### config.mk
export PLATFORM = sky130hd
export DESIGN_NAME = sha256d_nonce_sweep
export DESIGN_NICKNAME = d
export VERILOG_FILES = /design/src/rtl/sha256d_nonce_sweep.sv
export SDC_FILE = /design/constraint.sdc
export NUM_CORES = 2
export LEC_CHECK = 0
export ABC_AREA = 1
export BUFFER_PORTS_ARGS = -buffer_cell sky130_fd_sc_hd__buf_2
export CORE_AREA = 10 10 522 524
export CTS_CLUSTER_DIAMETER = 60
export DETAILED_ROUTE_END_ITERATION = 7
export DIE_AREA = 0 0 532 534
export GPL_ROUTABILITY_DRIVEN = 0
export PLACE_DENSITY = 0.42
export SLEW_MARGIN = 20
export SYNTH_ARGS = -nofsm -noshare
export SYNTH_HDL_FRONTEND = slang
export SYNTH_SLANG_ARGS = --single-unit
### constraint.sdc
create_clock -name clk -period 2.8 [get_ports clk]
set_clock_uncertainty 0.15 [all_clocks]
set_input_delay 0.56 -clock clk [delete_from_list [all_inputs] [get_ports clk]]
set_output_delay 0.56 -clock clk [all_outputs]
set_load 0.03 [all_outputs]
### src/rtl/sha256d_nonce_sweep.sv
// rtl/sha256d_nonce_sweep.sv - job-driven 80-byte header source sweeping the nonce field for the sha256d pipeline
module sha256d_nonce_sweep #(
    parameter int unsigned STRIDE = 1,
    parameter int unsigned CNT_W  = 33
) (
    input  logic             clk,
    input  logic             rst_n,
    input  logic [639:0]     job_data,
    input  logic [31:0]      job_nonce_start,
    input  logic [CNT_W-1:0] job_nonce_count,
    input  logic             job_vld,
    output logic             job_rdy,
    input  logic             pause,
    input  logic             abort,
    output logic [639:0]     out_data,
    output logic             out_vld,
    output logic             busy,
    output logic             done
);

    typedef enum logic {
        S_IDLE = 1'b0,
        S_RUN  = 1'b1
    } state_t;

    localparam logic [31:0]      STEP = 32'(STRIDE);
    localparam logic [CNT_W-1:0] ONE  = CNT_W'(1);

    state_t             state_q;
    state_t             state_d;
    logic [607:0]       tmpl_q;
    logic [31:0]        nonce_q;
    logic [CNT_W-1:0]   rem_q;
    logic               rem_zero;

    // The template's own nonce bytes are always replaced by the sweep value.
    logic unused_job_nonce_bits;
    assign unused_job_nonce_bits = ^job_data[639:608];

    assign rem_zero = (rem_q == '0);

    always_ff @(posedge clk or negedge rst_n) begin
        if (!rst_n) begin
            state_q <= S_IDLE;
        end else begin
            state_q <= state_d;
        end
    end

    always_comb begin
        state_d = state_q;
        case (state_q)
            S_IDLE: if (job_vld) state_d = S_RUN;
            S_RUN:  if (abort || rem_zero) state_d = S_IDLE;
        endcase
    end

    always_comb begin
        job_rdy = (state_q == S_IDLE);
        busy    = (state_q == S_RUN);
    end

    // Abort outranks completion so a cancelled job never reports done.
    always_ff @(posedge clk or negedge rst_n) begin
        if (!rst_n) begin
            tmpl_q   <= '0;
            nonce_q  <= '0;
            rem_q    <= '0;
            out_data <= '0;
            out_vld  <= 1'b0;
            done     <= 1'b0;
        end else begin
            done <= 1'b0;
            case (state_q)
                S_IDLE: begin
                    out_vld <= 1'b0;
                    if (job_vld) begin
                        tmpl_q  <= job_data[607:0];
                        nonce_q <= job_nonce_start;
                        rem_q   <= job_nonce_count;
                    end
                end
                S_RUN: begin
                    if (abort) begin
                        out_vld <= 1'b0;
                        rem_q   <= '0;
                    end else if (rem_zero) begin
                        done    <= 1'b1;
                        out_vld <= 1'b0;
                    end else if (pause) begin
                        out_vld <= 1'b0;
                    end else begin
                        out_vld  <= 1'b1;
                        out_data <= {nonce_q, tmpl_q};
                        nonce_q  <= nonce_q + STEP;
                        rem_q    <= rem_q - ONE;
                    end
                end
            endcase
        end
    end

endmodule

* Word level (Yosys, flattened, before mapping)
Cells that the tools add are included.
** Word-level totals
- Register bits after elaboration :: 1316
- Input bits :: 710
- Output and inout port bits :: 644
** Operators by class
- Add/sub/neg operators :: 2
- Eq/ne operators :: 6
- Muxes and demuxes :: 20
- Bitwise logic cells :: 4
- Reduce and logical (&&, ||, !) cells :: 6
** Operator list (number)
- 2-to-1 mux 33 bit :: 4
- 2-to-1 mux 32 bit :: 4
- one-hot mux 33 bit (2 select lines) :: 1
- one-hot mux 32 bit (2 select lines) :: 1
- logical NOT 33 bit :: 1
- subtractor 33 x 1 -> 33 bit (second input constant) :: 1
- adder 32 x 1 -> 32 bit (second input constant) :: 1
- 2-to-1 mux 1 bit :: 8
- != test 2 bit (second input constant) :: 4
- AND reduction 4 bit :: 2
- != test 3 bit (second input constant) :: 2
- NOT 1 bit :: 4
- one-hot mux 1 bit (2 select lines) :: 2
- AND reduction 3 bit :: 1
- AND reduction 2 bit :: 1
- logical OR 1 bit :: 1

* Longest topological paths before layout
- Word-level depth :: 5
- Gate-level depth with buffers :: 13

* Least setup slack after synthesis
Ideal clock, no wire load.
- Kind :: register -> output
- From :: reg state_q, in the netlist busy
- To :: out job_rdy
- Arrival time :: 1.388 ns
- Slack :: 0.702 ns
- Stages on the path, launching flop included :: 4
- Buffers on the path :: 2
- Cells stage by stage :: dfrtp_1 > inv_1 > clkbuf_1 > clkbuf_1
** On the way
- Cells in the longest elaborated chain, start to end :: 1
** RTL lines
- from (decl) :: line 29 : state_t state_q;
- from (signal assigned) :: line 46 : state_q <= state_d;
- NOT 1 bit (no line)
- to (decl) :: line 12 : output logic job_rdy,
Every way passes these cells.

* Worst setup path after layout
- From :: reg rem_q[7]
- To :: reg out_data[96]
** On the way
- Cells in the longest elaborated chain, start to end :: 3
** RTL lines
- from (decl) :: line 33 : logic [CNT_W-1:0] rem_q;
- from (signal assigned) :: line 80 : rem_q <= job_nonce_count;
- from (signal assigned) :: line 96 : rem_q <= rem_q - ONE;
- logical NOT 33 bit :: line 40 : assign rem_zero = (rem_q == '0);
- NOT 1 bit (no line)
- AND reduction 4 bit (no line)
- to (signal assigned) :: line 94 : out_data <= {nonce_q, tmpl_q};
- to (decl) :: line 15 : output logic [639:0] out_data,
Every way passes these cells.
A chain may end at the register's enable or synchronous reset.

==> results.md <==
| Step | Result | Reported |
|:---|:---|:---|
| status | Outcome | finished, final reports clean |
| logic synthesis | Asr flop ratio synth | 100.0% |
| drt | First-pass DRT Iterations | 7 |
| timing | Shortest period the worst path allows | 2.649 ns |
| job | Reported max-cap violation count | 0 |
| final layout | Area growth from synthesis to layout | 45.77% |
| critical path | Worst path top cell family by delay | simple AND/OR/NAND/NOR gates |
| logic synthesis | Number of flops mapped to enable cells by yosys | 0 |
| critical path | Slowest cell on crit path | dfrtp_1 |
| critical path | Crit path required time | 3.35 ns |
| timing | Fin. max-slew vios | 0 |
| global route | Total Routing Usage GR | 14.77% |
| clock tree | Cell chosen for the clock root | clkbuf_16 |
| clock tree | CTS Buffer Depth | 4 |
| timing | Worst hold slack across all endpoints | 0.08504 ns |
| drt | Total via count after detailed routing | 42266 |
| floorplanning | Chip height | 534 µm |
| critical path | Crit path from | rem_q[7] |
| pwr | Power density over the cells | 943.5 nW/µm² |
| logic synthesis | Number of nets in the synthesized netlist | 5596 |
| critical path | Worst reg2reg startpoint | rem_q[7] |
| clock tree | Sink count of the clock tree | 1316 |
| critical path | Arr. time, crit path | 3.20 ns |
| logic synthesis | Number of register bits inferred by synthesis | 1316 |
| floorplanning | Chip Width | 532 µm |
| global route | Number of antenna violations at the first check in global routing | 42 |
| critical path | Crit path launch type | register |
| worst hold path | Number of cells on the worst hold path | 5 |
| floorplanning | Initial cell density of the core | 19.78% |
| pwr | Total power consumption of the routed design | 0.07116 W |
| global route | Pin count of the biggest net entering global routing | 81 |
| critical path | Crit Path Max Fanout | 70 |
| critical path | Terminus of the critical flop-to-flop path | out_data[96] |
| drt | Average via count per standard cell | 3.975 |
| timing | Relative slew margins | 46.94% |
| final layout | Most common library cell in the layout ignoring fill and taps | nand2_1 |
| critical path | Crit path kind | reg -> reg |
| timing | Slew @ Worst Pin | 0.7950 ns |
| logic synthesis | Mapped Avg Cell Area | 10.59 µm² |
| worst hold path | Min-delay src | job_nonce_count[30] |
| floorplanning | Number of primary I/O pins | 1354 |
| timing | Fmax | 0.3775 GHz |
| pwr | Max IR drop VDD | 0.0004969 V |
| drt | Final wirelength | 218900 µm |
| critical path | Count of cells along the worst register-to-register path | 11 |
| timing | TNS Setup | 0 ns |
| global route | Vias in the first global route | 44778 |
| logic synthesis | Sequential cell area fraction in the yosys report | 63.65% |
| worst hold path | Type of the most critical hold path | in -> reg |
| final layout | Share of post-route cells with drive strength above 1 | 32.75% |
| clock tree | Clock network latency to the later pin of the worst-skew pair | 0.82 ns |
| placed design | Detail Placement HPWL | 167000 µm |
| critical path | Endpoint kind of the worst setup timing path | register |
| timing | Final Hold Fails | 0 |
| drt | Antenna-violating nets left | 0 |
| final layout | Number of nets at the end of the flow | 7683 |
| floorplanning | Core Rows | 188 |
| global route | First-pass GRT wire length | 317100 µm |
| worst hold path | End of the worst hold path | rem_q[30] |
| timing | Part of the cycle the worst path needs | 94.60% |
| timing | Total setup violations reported at the end of the flow | 0 |
| clock tree | Maximum level of the CTS H-tree | 4 |
| pwr | Leakage power | 37.61 nW |
| placed design | Count of input and output buffers | 1321 |
| logic synthesis | Post-Synthesis Cells | 4884 |
| drt | Iteration-0 DRC count of the detailed router | 2767 |
| floorplanning | Die outline area | 284100 µm² |
| final layout | Util after Layout | 28.83% |
| final layout | Leading cell types in the layout, fill and taps excluded | 2223 x nand2_1, 1320 x buf_2, 1316 x dfrtp_1 |
| critical path | Cell occurring most often along the worst timing path | nand2_1 |
| clock tree | Clock slew at reported path FFs | 0.06 ns |
| logic synthesis | Yosys Warn Count | 0 |
| critical path | List of cells traversed by the critical path | nor2_1 -> nand2_1 -> nor2_4 -> nand2_2 -> nor2_4 -> nand2_2 -> nand3_4 -> buf_16 -> buf_16 -> nand2_1 -> nand2_1 |
| drt | Detailed-route DRC error count | 0 |
| clock tree | Clock tree from TritonCTS | done |
| logic synthesis | Cell area after technology mapping | 51740 µm² |
| logic synthesis | Count of unique library cells instantiated by Yosys | 30 |
| critical path | Setup slack of the most critical reg-to-reg path | 0.15 ns |
| floorplanning | Core ar. | 261600 µm² |
| global route | Total overflow reported by the global router | 0 |
| timing | Setup repair after global routing missed its margin | false |
| clock tree | Number of buffers created by CTS | 174 |
| drt | Detail-routed net length per standard cell | 20.58 µm |
| critical path | Total buffers and inverters traversed by the critical path | 2 |
| logic synthesis | Main flop type after synthesis | dfrtp_1 |
| critical path | Worst path max stage delay | 0.42 ns |
-- logic make-up after synthesis --
| group | Yosys count | synth area share, % |
|---|---|---|
| fa+ha+maj | 2 | 0.04836 |
| mux | 583 | 12.68 |
| xor+xnor | 7 | 0.1185 |
| compound gates | 166 | 1.628 |
| simple gates | 2465 | 18.18 |
| flops | 1316 | 63.65 |
| buf+inv | 345 | 3.693 |
-- tightest hold or removal path: stages --
cell     delay [ns]
buf_2          0.07
nand2_1        0.09
nand3_1        0.11
nor2_1         0.05
nor2_1         0.07
-- worst max-delay path by stage --
| stage | end | slack (ns) | cells after the start |
|---|---|---|---|
| 2_1_floorplan | job_rdy | 0.70 | 3 |
| 3_3_place_gp | out_data[57] | 0.21 | 11 |
| 3_5_place_dp | out_data[56] | 0.18 | 11 |
| 4_1_cts | job_rdy | 0.12 | 3 |
| 5_1_grt | out_data[96] | 0.004 | 12 |
| 6_report | out_data[96] | 0.15 | 11 |
-- synthesized netlist by cell type, types with 3 or more instances --
master,instances,area share (%)
a21oi_1,40,0.39
buf_1,3,0.022
buf_2,141,1.4
buf_6,51,1.1
buf_8,5,0.15
clkbuf_1,36,0.26
dfrtp_1,1316,64
inv_1,107,0.78
mux2_2,579,13
mux2i_1,4,0.077
nand2_1,2224,16
nand2_2,4,0.048
nand3_1,54,0.52
nand3b_1,4,0.058
nand4_1,10,0.12
nor2_1,160,1.2
nor2_2,3,0.036
o21ai_0,119,1.2
xor2_1,6,0.10
-- final cells by class --
type | instances | area [µm²]
fillers | 27671 | 186200
flip-flops and latches | 1316 | 32930
multi-input cells | 3223 | 16910
repair buffers | 2147 | 15180
clock buffers | 242 | 4890
well taps | 3515 | 4398
clock inverters | 52 | 619.3
inverters | 109 | 419.2
diodes | 30 | 75.07
-- through the flow --
step | instance area (µm²) | setup WS (ns) | instances
detailed placement | 63060 | 0.1823 | 9636
global placement | 63060 | 0.2145 | 9636
floorplan | 51740 | 0.7020 | 4884
finish | 75420 | 0.1512 | 10634
CTS | 75330 | 0.1228 | 10604
global route | 75390 | 0.003948 | 10622
-- sequential cells by signal (all words and copies together) (netlist names) --
| name | flops |
|---|---|
| done | 1 |
| busy | 1 |
| nonce_q | 32 |
| rem_q | 33 |
| tmpl_q | 608 |
| out_data | 640 |
| out_vld | 1 |
-- metal layers --
metal	global-route usage, %	share of wire (%)
met5	0	0.030
met1	19.74	45
met3	5.202	8.8
met4	4.358	2.9
met2	22.47	44
-- report_power, final --
group | switching, W | total, W | internal (W)
clock | 0.00861 | 0.0217 | 0.0131
combinational | 0.0145 | 0.0214 | 0.00692
sequential | 0.00360 | 0.0280 | 0.0244
total | 0.0267 | 0.0712 | 0.0445
-- timing repair --
action,4_1_cts,5_1_grt
hold buffers,673,0
setup endpoints to repair,1,8
gates resized for setup,4,2
hold endpoints to repair,979,0
gates cloned,0,0
setup buffers,1,0
Note: power is estimated with default switching activity, not from simulation.
